$ cat src/rtl/shift_rows_pkg.sv
// Shared definitions for the ShiftRows pipeline: mode encoding, legal state
// widths and the per-row byte rotation amount.
package shift_rows_pkg;

   typedef enum logic {
      MODE_ENC = 1'b0,
      MODE_DEC = 1'b1
   } mode_e;

   function automatic bit nb_is_legal(input int nb);
      return (nb == 4) || (nb == 6) || (nb == 8);
   endfunction

   // Rows 2 and 3 of the 256-bit state rotate one byte further than the narrower states.
   function automatic int row_offset(input int nb, input int r);
      return ((nb == 8) && (r >= 2)) ? r + 1 : r;
   endfunction

endpackage

$ cat src/rtl/shift_rows_perm.sv
// Purely combinational ShiftRows / InvShiftRows byte permutation of a
// row-major state (row r at din[W-1-r*RB -: RB], column 0 in the top byte).
module shift_rows_perm
   import shift_rows_pkg::*;
#(
   parameter int NB = 4
) (
   input  logic              mode,
   input  logic [NB*32-1:0]  din,
   output logic [NB*32-1:0]  dout
);

   localparam int W  = NB * 32;
   localparam int RB = NB * 8;

   logic [W-1:0] w_enc;
   logic [W-1:0] w_dec;

   for (genvar r = 0; r < 4; r++) begin : g_row
      localparam int C = row_offset(NB, r);
      for (genvar c = 0; c < NB; c++) begin : g_col
         // Encrypt takes column c from c+C (left rotate); decrypt from c-C (right rotate).
         assign w_enc[W-1-r*RB-c*8 -: 8] = din[W-1-r*RB-((c+C)%NB)*8 -: 8];
         assign w_dec[W-1-r*RB-c*8 -: 8] = din[W-1-r*RB-((c+NB-C)%NB)*8 -: 8];
      end
   end

   assign dout = (mode == MODE_DEC) ? w_dec : w_enc;

endmodule

$ cat src/rtl/shift_rows_pipe.sv
// One-cycle ShiftRows stage with a two-entry (output + skid) valid/ready buffer;
// the permutation is applied before the words are stored.
module shift_rows_pipe
   import shift_rows_pkg::*;
#(
   parameter int NB = 4,
   localparam int W  = NB * 32,
   localparam int RB = NB * 8
) (
   input  logic          clk,
   input  logic          rst,
   input  logic          in_valid,
   output logic          in_ready,
   input  logic          in_mode,
   input  logic [W-1:0]  in_data,
   output logic          out_valid,
   input  logic          out_ready,
   output logic          out_mode,
   output logic [W-1:0]  out_data
);

   if (!nb_is_legal(NB)) begin : g_bad_nb
      $error("shift_rows_pipe: NB must be 4, 6 or 8");
   end

   logic [W-1:0] w_perm;
   logic         w_accept;
   logic         w_out_free;
   logic         w_load_from_skid;
   logic         w_load_from_in;
   logic         w_load_skid;
   logic         w_skid_valid_nxt;

   logic         r_out_valid;
   logic         r_out_mode;
   logic [W-1:0] r_out_data;
   logic         r_skid_valid;
   logic         r_skid_mode;
   logic [W-1:0] r_skid_data;
   logic         r_in_ready;

   shift_rows_perm #(.NB(NB)) u_perm (
      .mode (in_mode),
      .din  (in_data),
      .dout (w_perm)
   );

   // The skid entry always drains first, so words leave in arrival order.
   assign w_accept         = in_valid && r_in_ready;
   assign w_out_free       = !r_out_valid || out_ready;
   assign w_load_from_skid = w_out_free && r_skid_valid;
   assign w_load_from_in   = w_out_free && !r_skid_valid && w_accept;
   assign w_load_skid      = !w_out_free && w_accept;
   assign w_skid_valid_nxt = w_load_skid || (r_skid_valid && !w_out_free);

   // NOTE: sequential state uses non-blocking assignments so every register samples pre-edge values.
   always_ff @(posedge clk) begin
      if (rst) begin
         r_out_valid  <= 1'b0;
         r_skid_valid <= 1'b0;
         r_in_ready   <= 1'b0;
      end else begin
         if (w_out_free) begin
            r_out_valid <= r_skid_valid || w_accept;
         end
         r_skid_valid <= w_skid_valid_nxt;
         r_in_ready   <= !w_skid_valid_nxt;
      end
   end

   // NOTE: data registers are deliberately not reset; the valid flags qualify them.
   always_ff @(posedge clk) begin
      if (w_load_from_skid) begin
         r_out_data <= r_skid_data;
         r_out_mode <= r_skid_mode;
      end else if (w_load_from_in) begin
         r_out_data <= w_perm;
         r_out_mode <= in_mode;
      end
      if (w_load_skid) begin
         r_skid_data <= w_perm;
         r_skid_mode <= in_mode;
      end
   end

   assign in_ready  = r_in_ready;
   assign out_valid = r_out_valid;
   assign out_mode  = r_out_mode;
   assign out_data  = r_out_data;

endmodule

$ cat config.mk
export PLATFORM = sky130hd
export DESIGN_NAME = shift_rows_pipe
export DESIGN_NICKNAME = d
export VERILOG_FILES = /design/src/rtl/shift_rows_pkg.sv /design/src/rtl/shift_rows_perm.sv /design/src/rtl/shift_rows_pipe.sv
export SDC_FILE = /design/constraint.sdc
export NUM_CORES = 1
export LEC_CHECK = 0
export CELL_PAD_IN_SITES_DETAIL_PLACEMENT = 1
export CELL_PAD_IN_SITES_GLOBAL_PLACEMENT = 1
export CORE_MARGIN = 8
export CORE_UTILIZATION = 26
export CTS_BUF_LIST = sky130_fd_sc_hd__clkbuf_2 sky130_fd_sc_hd__clkbuf_4 sky130_fd_sc_hd__clkbuf_8
export CTS_CLUSTER_SIZE = 16
export DETAILED_ROUTE_END_ITERATION = 8
export HOLD_SLACK_MARGIN = 0.02
export PLACE_DENSITY = 0.59
export SYNTH_ARGS = -nofsm -noshare
export SYNTH_HDL_FRONTEND = slang
export SYNTH_SLANG_ARGS = --single-unit
$ cat constraint.sdc
create_clock -name clk -period 12.12 [get_ports clk]
set_input_delay 2.424 -clock clk [delete_from_list [all_inputs] [get_ports clk]]
set_output_delay 2.424 -clock clk [all_outputs]
set_load 0.05 [all_outputs]
* Word level (Yosys, flattened, before mapping) *
Cells that the tools add are included.

storage, ports and cells
  output and inout bits = 131
  word-level logic and storage cells = 26
  input port bits = 133
  bits in registers = 261

cells by class
  muxes and demuxes = 5
  reduce and logical (&&, ||, !) cells = 14

operators with widths
  cell                count
  128-bit 2-to-1 mux  2
  96-bit 2-to-1 mux   1
  1-bit logical AND   6
  1-bit zero test     4
  1-bit logical OR    3
  1-bit 2-to-1 mux    2
  2-bit nonzero test  1

* Longest topological paths before layout *
  word-level depth = 6
  mapped depth = 5
  gate-level depth less buffers = 3

* Modules after synthesis *
From an unflattened synthesis, not the netlist that was laid out.

unflattened totals
  cell total of the unflattened synthesis = 550
  area, all modules = 11407.2 sq um

by module, submodules not included
  module           times used  cells each  area each (sq um)
  shift_rows_pipe  1           415         9849.4
  shift_rows_perm  1           135         1557.7

* Worst setup path after synthesis *
OpenSTA, ideal clock, no wires.

  path type = input to register
  start point = input in_valid
  end point = register r_out_data[0], in the netlist out_data[0] (enable)
  arrival = 8.784 ns
  cell stages on the path = 2
  path buffers = 0
  setup time = 0.660 ns
  data required time = 11.460 ns
  setup slack = 2.676 ns
  cells stage by stage = a21oi_1 -> a21oi_1

between the ends
  cells in the longest elaborated chain, start to end = 3

RTL lines
  item                                 RTL line               source
  start, declared                      shift_rows_pipe.sv:12  input logic in_valid,
  1-bit logical AND                    shift_rows_pipe.sv:49  assign w_accept = in_valid && r_in_ready;
  1-bit logical AND                    shift_rows_pipe.sv:52  assign w_load_from_in = w_out_free && !r_skid_valid && w_accept;
  2-bit nonzero test (no source line)  -
  end signal, assigned                 shift_rows_pipe.sv:74  r_out_data <= r_skid_data;
  end signal, assigned                 shift_rows_pipe.sv:77  r_out_data <= w_perm;
  end, declared                        shift_rows_pipe.sv:36  logic [W-1:0] r_out_data;

No other way between the ends.
A chain may end at the register's enable or synchronous reset.

* Final worst setup path *
  start point = input out_ready
  end point = register r_out_data[32], in the netlist out_data[32] (data pin)

between the ends
  cells in the longest elaborated chain, start to end = 3

RTL lines
  item                RTL line               source
  start, declared     shift_rows_pipe.sv:17  input logic out_ready,
  1-bit logical OR    shift_rows_pipe.sv:50  assign w_out_free = !r_out_valid || out_ready;
  1-bit logical AND   shift_rows_pipe.sv:51  assign w_load_from_skid = w_out_free && r_skid_valid;
  128-bit 2-to-1 mux  shift_rows_pipe.sv:73  if (w_load_from_skid) begin

No other way between the ends.

==> metrics <==
Pwr Total 0.00207 W; Die X 216 um; initial core utilization 0.263; Final Critical Period 4.48 ns; Worst Skew 0.0162 ns; period utilization 0.370; area added between synthesis and finish 38.3%; status finished clean; element type at the critical path end flop; RSZ-0062 raised after global routing no; cell with the most instances after synthesis edfxtp_1; final wirelength 25700 um; worst hold slack 0.535 ns; Unique masters post-synth 13; largest family of logic cells by synthesized area multiplexers; Peak Freq 0.223 GHz; Top Family by Delay on Critical Path buffers and inverters; CP max stage delay 0.78 ns; vias 5510; Final Slew Violations 0; DR pass1 iterations 6; DR WL/cell 19.2 um; CP max-delay cell buf_4; largest net degree at the start of global routing 68; final setup fails 0; Cell Area, Synth 10400 um^2; io pins 264; Main synth FF type edfxtp_1; setup TNS 0 ns; PortBufs 263; Hold Vio Cnt, Final 0; CP arrival 4.79 ns; row cnt 73; DRC 0; Remaining Overflow, GRT 0; total clock sinks 261; clock buffer depth 3; CP Data Required Time 12.43 ns; Min-Delay Path Class flop to flop; critical path class input pin to flop; crit-path cells clkdlybuf4s50_1, nand2b_4, nand2_8, buf_4, mux2_2; die area 46900 um^2; worst-path fanout max 67; post-synthesis mux area share 0.226; leakage 4.96 nW; CP Buf/Inv Count 2; post-cts sizing count 0; Detail Route Antenna Nets 0; Synth async-reset ratio 0; Die Span Y 216 um; synthesized area per cell 21.5 um^2; Clk Latency, worst-skew pair 0.58 ns; Post-synth top cells edfxtp_1 (258), mux2_2 (144), mux2_4 (49), buf_6 (19); vias in the first global route 6226; crit start category input pin; post-DP HPWL 17000 um; FF+latch count, synth 261; vias per cell 4.11; final net count 916; largest cells by area after synthesis edfxtp_1 (74%), mux2_2 (16%), mux2_4 (7.0%); Clock H-tree levels 2; Yosys Warn Count 0; Rel. slew slack 0.392; Compound-Gate Fraction of Synth Area 0.00144; Non-Filler Cell Area, Final 14500 um^2; Synth Area in Adders 0; Root Driver clkbuf_8; worst-margin pin slew 0.912 ns; Mapped Cells 486; CTS Buf Count 47; core area 39700 um^2; # Post-CTS Setup Buffers 0; clock-pin slew on the worst setup and hold paths 0.06 ns; share of layout cells above drive strength 1 0.339; dpl cell area 13600 um^2; post-synthesis xor/xnor area fraction 0; Post-synth EDFFs 258; global-route wire length before repair 38900 um; drt first-iter violations 211; area leader, netlist edfxtp_1; syn_nets 619; CTS tree done; Power Density 143 nW/um^2; Synth Area in Simple Gates 0.00383; GP Congestion 0.699; all-layer global routing usage 0.107; Max Cap Viol 0; top-area cell type share of the netlist area 0.742; worst vdd ir 0.0000527 V; Seq/Total Area, Yosys 0.747; Post-CTS Hold Buffers 0; initial antenna violation count 3
## through the flow
step           setup slack (ns)  utilization  std cells
6_report                   7.64        0.364       1341
5_1_grt                    7.54        0.364       1341
4_1_cts                    7.67        0.364       1340
3_5_place_dp               7.02        0.342       1259
3_3_place_gp               7.05        0.342       1259
2_1_floorplan              2.68            -        486
## routing by layer
layer	wire length [um]	GRT usage	up-vias
li1	-	-	2529
met1	11000	0.130	2725
met2	11500	0.162	207
met3	2660	0.0553	45
met4	603	0.0379	4
met5	27	0	-
## worst paths after layout
check / startpoint / to / slack (ns) / depth (start not counted)
worst max-delay path: out_ready / out_data[32] / 7.64 / 5
worst min-delay path: r_skid_mode / out_mode / 0.53 / 1
worst max register to register: out_valid / out_data[32] / 9.53 / 4
worst min register to register: r_skid_mode / out_mode / 0.53 / 1
## cell type report
| type | instances | area [um^2] |
|---|---|---|
| multi-input combinational | 203 | 2440 |
| tap | 525 | 657 |
| antenna | 1 | 2.50 |
| clock inverter | 20 | 91.3 |
| inverter | 1 | 3.75 |
| clock buffer | 61 | 771 |
| sequential | 261 | 7810 |
| fill | 3970 | 25300 |
| timing repair buffer | 269 | 2680 |
## layout by cell type, fill, tap and decap left out, drive strengths merged
| cell | n |
|---|---|
| a21oi | 3 |
| nor3 | 1 |
| clkinv | 19 |
| buf | 7 |
| diode | 1 |
| nand2b | 1 |
| mux2 | 193 |
| clkdlybuf4s50 | 262 |
| dfxtp | 3 |
| clkbuf | 61 |
| edfxtp | 258 |
| nor2 | 3 |
| clkinvlp | 1 |
| inv | 1 |
| nand2 | 2 |
## cell families (layout without fill, tap and decap cells)
kind of cell	Yosys count	in the layout
flops	261	261
other cells	0	1
simple gates	7	7
compound gates	3	3
buf+inv	22	351
mux	193	193
## registers in the layout, summed over array words and instances (netlist names)
signal,count
out_data,128
r_skid_data,128
in_ready,1
out_mode,1
out_valid,1
r_skid_mode,1
r_skid_valid,1
## where the power goes
part | switching (W) | internal, W | total [W] | leakage [nW]
sequential | 0.00000838 | 0.00103 | 0.00104 | 2.39
clock | 0.000364 | 0.000413 | 0.000777 | 0.463
combinational | 0.000137 | 0.000116 | 0.000253 | 2.10
Note: power is estimated with default switching activity, not from simulation.
